## src/rtl/intr_pend_if.sv

```systemverilog
`default_nettype none
// ============================================================================
// Module   : intr_pend_if
// Brief    : 8-bit register bus between software and intr_pend.
// Revision : 1.0 - initial release
// ============================================================================
interface intr_pend_if;
  logic [7:0] paddr_i;
  logic [7:0] pwdata_i;
  logic       pwrite_i;
  logic       penable_i;
  logic [7:0] prdata_o;
  logic       pready_o;
  logic       perror_o;

  modport master (
    output paddr_i, pwdata_i, pwrite_i, penable_i,
    input  prdata_o, pready_o, perror_o
  );

  modport slave (
    input  paddr_i, pwdata_i, pwrite_i, penable_i,
    output prdata_o, pready_o, perror_o
  );
endinterface
`default_nettype wire

```

## src/rtl/intr_pend.sv

```systemverilog
`default_nettype none
// ============================================================================
// Module   : intr_pend
// Brief    : IRQ synchroniser, edge/level/polarity/mask capture and pending
//            register feeding intr_ctrl. Optional glitch filter enabled by
//            defining INTR_PEND_GLITCH_FILTER_EN.
// Revision : 1.0 - initial release
// ============================================================================
module intr_pend #(
  parameter int NUM_INTR    = 16,
  parameter int SYNC_STAGES = 2,
  parameter int FILT_CYCLES = 3
) (
  input  wire logic                pclk_i,
  input  wire logic                prst_i,
  intr_pend_if.slave               bus,
  input  wire logic [NUM_INTR-1:0] irq_raw_i,
  input  wire logic [3:0]          intr_to_service_i,
  input  wire logic                intr_serviced_i,
  output logic      [NUM_INTR-1:0] intr_active_o
);

  logic [NUM_INTR-1:0] r_sync [SYNC_STAGES];
  logic [NUM_INTR-1:0] r_mode, r_pol, r_mask, r_pend, r_lvl_d;
  logic                r_pready, r_perror;
  logic [7:0]          r_prdata;

  logic [NUM_INTR-1:0] w_pol_in, w_lvl, w_rise;
  logic [NUM_INTR-1:0] w_wdata, w_wbyte, w_mode_nxt, w_mode_chg;
  logic [NUM_INTR-1:0] w_w1c, w_svc, w_pend_nxt;
  logic [15:0]         w_wdata16, w_wbyte16, w_sel16;
  logic [7:0]          w_rdata;
  logic                w_acc, w_wr, w_addr_ok;

  always_ff @(posedge pclk_i or negedge prst_i) begin
    if (!prst_i) begin
      for (int k = 0; k < SYNC_STAGES; k++) r_sync[k] <= '0;
    end else begin
      r_sync[0] <= irq_raw_i;
      for (int k = 1; k < SYNC_STAGES; k++) r_sync[k] <= r_sync[k-1];
    end
  end

  assign w_pol_in = r_sync[SYNC_STAGES-1] ^ r_pol;

`ifdef INTR_PEND_GLITCH_FILTER_EN
  localparam int c_CNT_W = $clog2(FILT_CYCLES + 1);
  logic [NUM_INTR-1:0] r_filt;

  // Each line only flips after FILT_CYCLES consecutive disagreeing samples.
  for (genvar gi = 0; gi < NUM_INTR; gi++) begin : g_filt
    logic [c_CNT_W-1:0] r_cnt;
    always_ff @(posedge pclk_i or negedge prst_i) begin
      if (!prst_i) begin
        r_cnt      <= '0;
        r_filt[gi] <= 1'b0;
      end else if (w_pol_in[gi] == r_filt[gi]) begin
        r_cnt      <= '0;
      end else if (r_cnt == c_CNT_W'(FILT_CYCLES - 1)) begin
        r_cnt      <= '0;
        r_filt[gi] <= w_pol_in[gi];
      end else begin
        r_cnt      <= r_cnt + 1'b1;
      end
    end
  end
  assign w_lvl = r_filt;
`else
  assign w_lvl = w_pol_in;
`endif

  assign w_rise = w_lvl & ~r_lvl_d;

  assign w_acc     = bus.penable_i & ~r_pready;
  assign w_addr_ok = (bus.paddr_i < 8'h0A);
  assign w_wr      = w_acc & bus.pwrite_i & w_addr_ok;

  always_comb begin
    w_sel16 = 16'h0000;
    case (bus.paddr_i[7:1])
      7'd0:    w_sel16 = 16'(r_mode);
      7'd1:    w_sel16 = 16'(r_pol);
      7'd2:    w_sel16 = 16'(r_mask);
      7'd3:    w_sel16 = 16'(r_pend);
      7'd4:    w_sel16 = 16'(w_lvl);
      default: w_sel16 = 16'h0000;
    endcase
  end

  assign w_rdata   = bus.paddr_i[0] ? w_sel16[15:8] : w_sel16[7:0];
  assign w_wdata16 = bus.paddr_i[0] ? {bus.pwdata_i, 8'h00} : {8'h00, bus.pwdata_i};
  assign w_wbyte16 = bus.paddr_i[0] ? 16'hFF00 : 16'h00FF;
  assign w_wdata   = w_wdata16[NUM_INTR-1:0];
  assign w_wbyte   = w_wbyte16[NUM_INTR-1:0];

  assign w_mode_nxt = (r_mode & ~w_wbyte) | w_wdata;
  assign w_mode_chg = (w_wr && bus.paddr_i[7:1] == 7'd0) ? (w_mode_nxt ^ r_mode) : '0;
  assign w_w1c      = (w_wr && bus.paddr_i[7:1] == 7'd3) ? w_wdata : '0;
  assign w_svc      = (intr_serviced_i && 32'(intr_to_service_i) < NUM_INTR)
                      ? (NUM_INTR'(1) << intr_to_service_i) : '0;

  // Edge set beats any clear in the same cycle; a mode switch always empties the bit.
  assign w_pend_nxt = ~w_mode_chg &
                      ((~r_mode & w_lvl) | (r_mode & (w_rise | (r_pend & ~(w_w1c | w_svc)))));

  always_ff @(posedge pclk_i or negedge prst_i) begin
    if (!prst_i) begin
      r_mode   <= '0;
      r_pol    <= '0;
      r_mask   <= '0;
      r_pend   <= '0;
      r_lvl_d  <= '0;
      r_pready <= 1'b0;
      r_perror <= 1'b0;
      r_prdata <= 8'h00;
    end else begin
      r_pend   <= w_pend_nxt;
      r_lvl_d  <= w_lvl;
      r_pready <= w_acc;
      r_perror <= w_acc & ~w_addr_ok;
      r_prdata <= (w_acc && w_addr_ok) ? w_rdata : 8'h00;
      if (w_wr && bus.paddr_i[7:1] == 7'd0) r_mode <= w_mode_nxt;
      if (w_wr && bus.paddr_i[7:1] == 7'd1) r_pol  <= (r_pol  & ~w_wbyte) | w_wdata;
      if (w_wr && bus.paddr_i[7:1] == 7'd2) r_mask <= (r_mask & ~w_wbyte) | w_wdata;
    end
  end

  assign bus.pready_o  = r_pready;
  assign bus.perror_o  = r_perror;
  assign bus.prdata_o  = r_prdata;
  assign intr_active_o = r_pend & r_mask;

endmodule
`default_nettype wire
```

## src/flat_wrapper.sv

```systemverilog
// flat-port wrapper written by rule: the top's interface ports become plain ports
module intr_pend_flat 
#(
  parameter int NUM_INTR    = 16,
  parameter int SYNC_STAGES = 2,
  parameter int FILT_CYCLES = 3
)
  (pclk_i, prst_i, irq_raw_i, intr_to_service_i, intr_serviced_i, intr_active_o, bus_paddr_i, bus_pwdata_i, bus_pwrite_i, bus_penable_i, bus_prdata_o, bus_pready_o, bus_perror_o);
  intr_pend_if bus_i ();
  input  wire logic pclk_i;
  input  wire logic prst_i;
  input  wire logic [NUM_INTR-1:0] irq_raw_i;
  input  wire logic [3:0] intr_to_service_i;
  input  wire logic intr_serviced_i;
  output logic      [NUM_INTR-1:0] intr_active_o;
  input wire logic [$bits(bus_i.paddr_i)-1:0] bus_paddr_i;
  input wire logic [$bits(bus_i.pwdata_i)-1:0] bus_pwdata_i;
  input wire logic [$bits(bus_i.pwrite_i)-1:0] bus_pwrite_i;
  input wire logic [$bits(bus_i.penable_i)-1:0] bus_penable_i;
  output wire logic [$bits(bus_i.prdata_o)-1:0] bus_prdata_o;
  output wire logic [$bits(bus_i.pready_o)-1:0] bus_pready_o;
  output wire logic [$bits(bus_i.perror_o)-1:0] bus_perror_o;
  assign bus_i.paddr_i = bus_paddr_i;
  assign bus_i.pwdata_i = bus_pwdata_i;
  assign bus_i.pwrite_i = bus_pwrite_i;
  assign bus_i.penable_i = bus_penable_i;
  assign bus_prdata_o = bus_i.prdata_o;
  assign bus_pready_o = bus_i.pready_o;
  assign bus_perror_o = bus_i.perror_o;
  intr_pend #(.NUM_INTR(NUM_INTR), .SYNC_STAGES(SYNC_STAGES), .FILT_CYCLES(FILT_CYCLES)) u_core (.pclk_i(pclk_i), .prst_i(prst_i), .bus(bus_i), .irq_raw_i(irq_raw_i), .intr_to_service_i(intr_to_service_i), .intr_serviced_i(intr_serviced_i), .intr_active_o(intr_active_o));
endmodule
```

## config.mk

```make
export PLATFORM = sky130hd
export DESIGN_NAME = intr_pend_flat
export DESIGN_NICKNAME = d
export VERILOG_FILES = /design/src/rtl/intr_pend_if.sv /design/src/rtl/intr_pend.sv /design/src/flat_wrapper.sv
export SDC_FILE = /design/constraint.sdc
export NUM_CORES = 1
export LEC_CHECK = 0
export BUFFER_PORTS_ARGS = -buffer_cell sky130_fd_sc_hd__buf_2
export CORE_MARGIN = 3
export CORE_UTILIZATION = 55
export CTS_BUF_LIST = sky130_fd_sc_hd__clkbuf_16
export CTS_CLUSTER_SIZE = 14
export DETAILED_ROUTE_END_ITERATION = 10
export HOLD_SLACK_MARGIN = 0.08
export PLACE_DENSITY = 0.72
export SLEW_MARGIN = 20
export SYNTH_ARGS = -nofsm -noshare
export SYNTH_HDL_FRONTEND = slang
export SYNTH_SLANG_ARGS = --single-unit
```

## constraint.sdc

```tcl
create_clock -name pclk_i -period 2.1 [get_ports pclk_i]
set_input_delay 0.21 -clock pclk_i [delete_from_list [all_inputs] [get_ports pclk_i]]
set_output_delay 0.21 -clock pclk_i [all_outputs]
set_load 0.01 [all_outputs]
```

==> results.py <==
metrics = {
    "die": {
        "die_w_um": 107,
        "coreArea_mm2": 0.00986,
        "die_area_mm2": 0.0115,
        "initial_utilization_pct": 57.0,
        "die_y_um": 107,
        "pin_count": 67,
        "rows": 36,
    },
    "global_route": {
        "grt_pass1_vias": 4402,
        "grtUsageTotal_pct": 27.0,
        "antenna_found_initial": 0,
        "grt_max_degree": 52,
        "grt.overflow.total": 0,
        "grt_pass1_wl_mm": 23.1,
    },
    "hold_path": {
        "hp-class": "input pin to flip-flop",
    },
    "timing": {
        "rsz0062_at_grt": "no",
        "finClkSkew_ns": 0.00670,
        "tightestPinTransition_ns": 0.577,
        "setup_viol": 0,
        "fin_hold_ws_ns": 0.194,
        "slew_headroom_pct": 61.5,
        "fmaxAchievable_ghz": 0.570,
        "slew_viol_final": 0,
        "fin_tns_setup_ns": 0,
        "period_share_pct": 83.5,
        "hold_viol": 0,
        "period_needed_ns": 1.75,
    },
    "critical_path": {
        "path_buf_inv": 1,
        "crit_type": "flip-flop to flip-flop",
        "crit_chain": "nand2b_1, nor2_2, nand4_2, buf_4, mux2_2",
        "worstSetupEndpointType": "flip-flop",
        "cp_top_family": "simple AND/OR/NAND/NOR gates",
        "startpoint_type": "flip-flop",
        "crit_required_ns": 2.39,
        "critPathMaxFanout": 6,
        "cpMaxStageDelayCell": "dfrtp_1",
        "max_stage_delay_ns": 0.37,
        "arrival_ns": 2.05,
    },
    "logic_synthesis": {
        "synth-xor-area-share_pct": 2.49,
        "synth-warning-count": 0,
        "synth_fa_ha_area_share_pct": 0,
        "yosys-top-cells-area": "dfrtp_1, mux2_2, mux4_2, a22o_1, xor2_1",
        "ys.flop_type": "dfrtp_1",
        "synth_mux_area_share_pct": 16.7,
        "yosysSeqAreaShare_pct": 54.3,
        "yosys.area.top_type": "dfrtp_1",
        "async_flop_share_pct": 100,
        "synth-simple-area-share_pct": 10.9,
        "syn_area_per_cell_um2": 12.5,
        "ys_types": 42,
        "synth.cells.most_frequent": "dfrtp_1, mux2_2, nand2_1, clkbuf_1, o22ai_1",
        "ys_ff_latch": 122,
        "syn_inst": 449,
        "synth_compound_area_share_pct": 13.3,
        "synth_edf_count": 0,
        "syn_nets": 490,
        "synth_area_mm2": 0.00562,
        "yosysMostFrequentCell": "dfrtp_1",
        "yosysTopAreaCellShare_pct": 54.3,
        "synth_top_family_by_area": "multiplexers",
    },
    "final_layout": {
        "nets": 594,
        "fillCellCount": 697,
        "n_antenna_cell": 0,
        "multi_input_area_mm2": 0.00244,
        "area_growth_syn_to_layout_pct": 24.3,
        "regArea_mm2": 0.00305,
        "layout-drive-gt1-share_pct": 35.1,
    },
    "route": {
        "vias_per_cell": 6.33,
        "wl_mm": 14.6,
        "antenna_left": 0,
        "drt-initial-drc-count": 436,
        "vias": 4413,
        "drc": 0,
        "routedWlPerCell_um": 20.9,
        "firstDrtPassIters": 5,
    },
    "placement": {
        "gp_congestion": 0.851,
        "io_buffers": 66,
        "hpwl_mm": 9.71,
    },
    "clocking": {
        "cts.sinks": 122,
        "cts_tree": "yes",
        "root_buffer": "clkbuf_16",
        "numCtsBuffers": 17,
        "htreeDepth": 4,
        "cts_resized": 0,
        "postCtsSetupBuffers": 0,
        "hold_buffers": 17,
        "cts.clk_slew.worst_paths_ns": 0.05,
        "insertion_delay_ns": 0.41,
        "clk_path_buf_depth": 2,
    },
    "power_and_ir_drop": {
        "ir_worst_vdd_mv": 0.641,
        "p_leak_nw": 3.35,
        "power.density_mw_per_mm2": 806,
    },
    "status": {
        "status": "finished, final reports clean",
    },
    "job": {
        "drv_cap": 0,
    },
}
==> power breakdown <==
| part | leakage [nW] | internal, mW | switching (mW) |
|---|---|---|---|
| Combinational | 1.54 | 0.209 | 0.284 |
| Sequential | 1.55 | 2.44 | 0.0559 |
| Clock | 0.265 | 1.69 | 0.953 |
==> routing by layer <==
layer / GRT usage, % / vias up / part of all wire [%]
li1: - / 1919 / -
met4: 13.0 / 0 / 3.1
met5: 0 / - / 0
met3: 7.53 / 41 / 8.5
met1: 35.4 / 2220 / 41
met2: 41.7 / 233 / 48
==> worst paths after layout <==
check	slack, ns	cells after the start	endpoint	startpoint
max	0.35	5	flip-flop	u_core.bus.pready_o$_DFF_PN0_
min	0.19	3	u_core.bus.pready_o$_DFF_PN0_	bus_penable_i
max reg2reg	0.35	5	flip-flop	u_core.bus.pready_o$_DFF_PN0_
min reg2reg	0.34	0	u_core.r_sync[15]$_DFF_PN0_	u_core.r_sync[31]$_DFF_PN0_
max in group asynchronous	1.08	3	asynchronous set/reset pin	prst_i
min in group asynchronous	0.30	2	u_core.r_lvl_d[10]$_DFF_PN0_	prst_i
==> logic make-up (layout without fill, tap and decap cells) <==
| group | Yosys count | in the layout |
|---|---|---|
| compound gates | 109 | 109 |
| xor+xnor | 16 | 16 |
| buf+inv | 33 | 148 |
| flops | 122 | 122 |
| mux | 68 | 68 |
| simple gates | 101 | 101 |
==> cell usage in the layout, fill, tap and decap left out, types with 13 or more instances in the layout <==
cell	count
buf_4	30
mux4_2	16
o22ai_1	19
nand4_1	13
and2_1	16
dlygate4sd3_1	17
dfrtp_1	122
a22o_1	16
buf_2	65
clkbuf_16	17
xor2_1	16
nand2_1	33
o21ai_0	17
a21oi_1	17
mux2_2	48
==> worst min-delay path: stages <==
cell      delay, ns
buf_2          0.08
nand2b_1       0.18
inv_1          0.10
==> metrics by stage <==
step	cells	cell area, um^2	setup slack (ns)	utilization, %	power [mW]
after floorplan	449	5620	0.214	-	2.78
after global placement	650	6280	0.134	63.7	2.98
after detailed placement	650	6280	0.0907	63.7	2.99
after CTS	697	6990	0.320	70.9	5.66
after global routing	697	6990	0.217	70.9	5.84
final	697	6990	0.346	70.9	5.63
==> final cells by class <==
| cell class | instances | area share (%) |
|---|---|---|
| clock buffers | 17 | 6.09 |
| flip-flops and latches | 122 | 43.7 |
| repair buffers | 115 | 11.2 |
| well taps | 133 | 2.38 |
| multi-input cells | 294 | 34.9 |
| inverters | 3 | 0.161 |
| clock inverters | 13 | 1.59 |
Note: power is estimated with default switching activity, not from simulation.
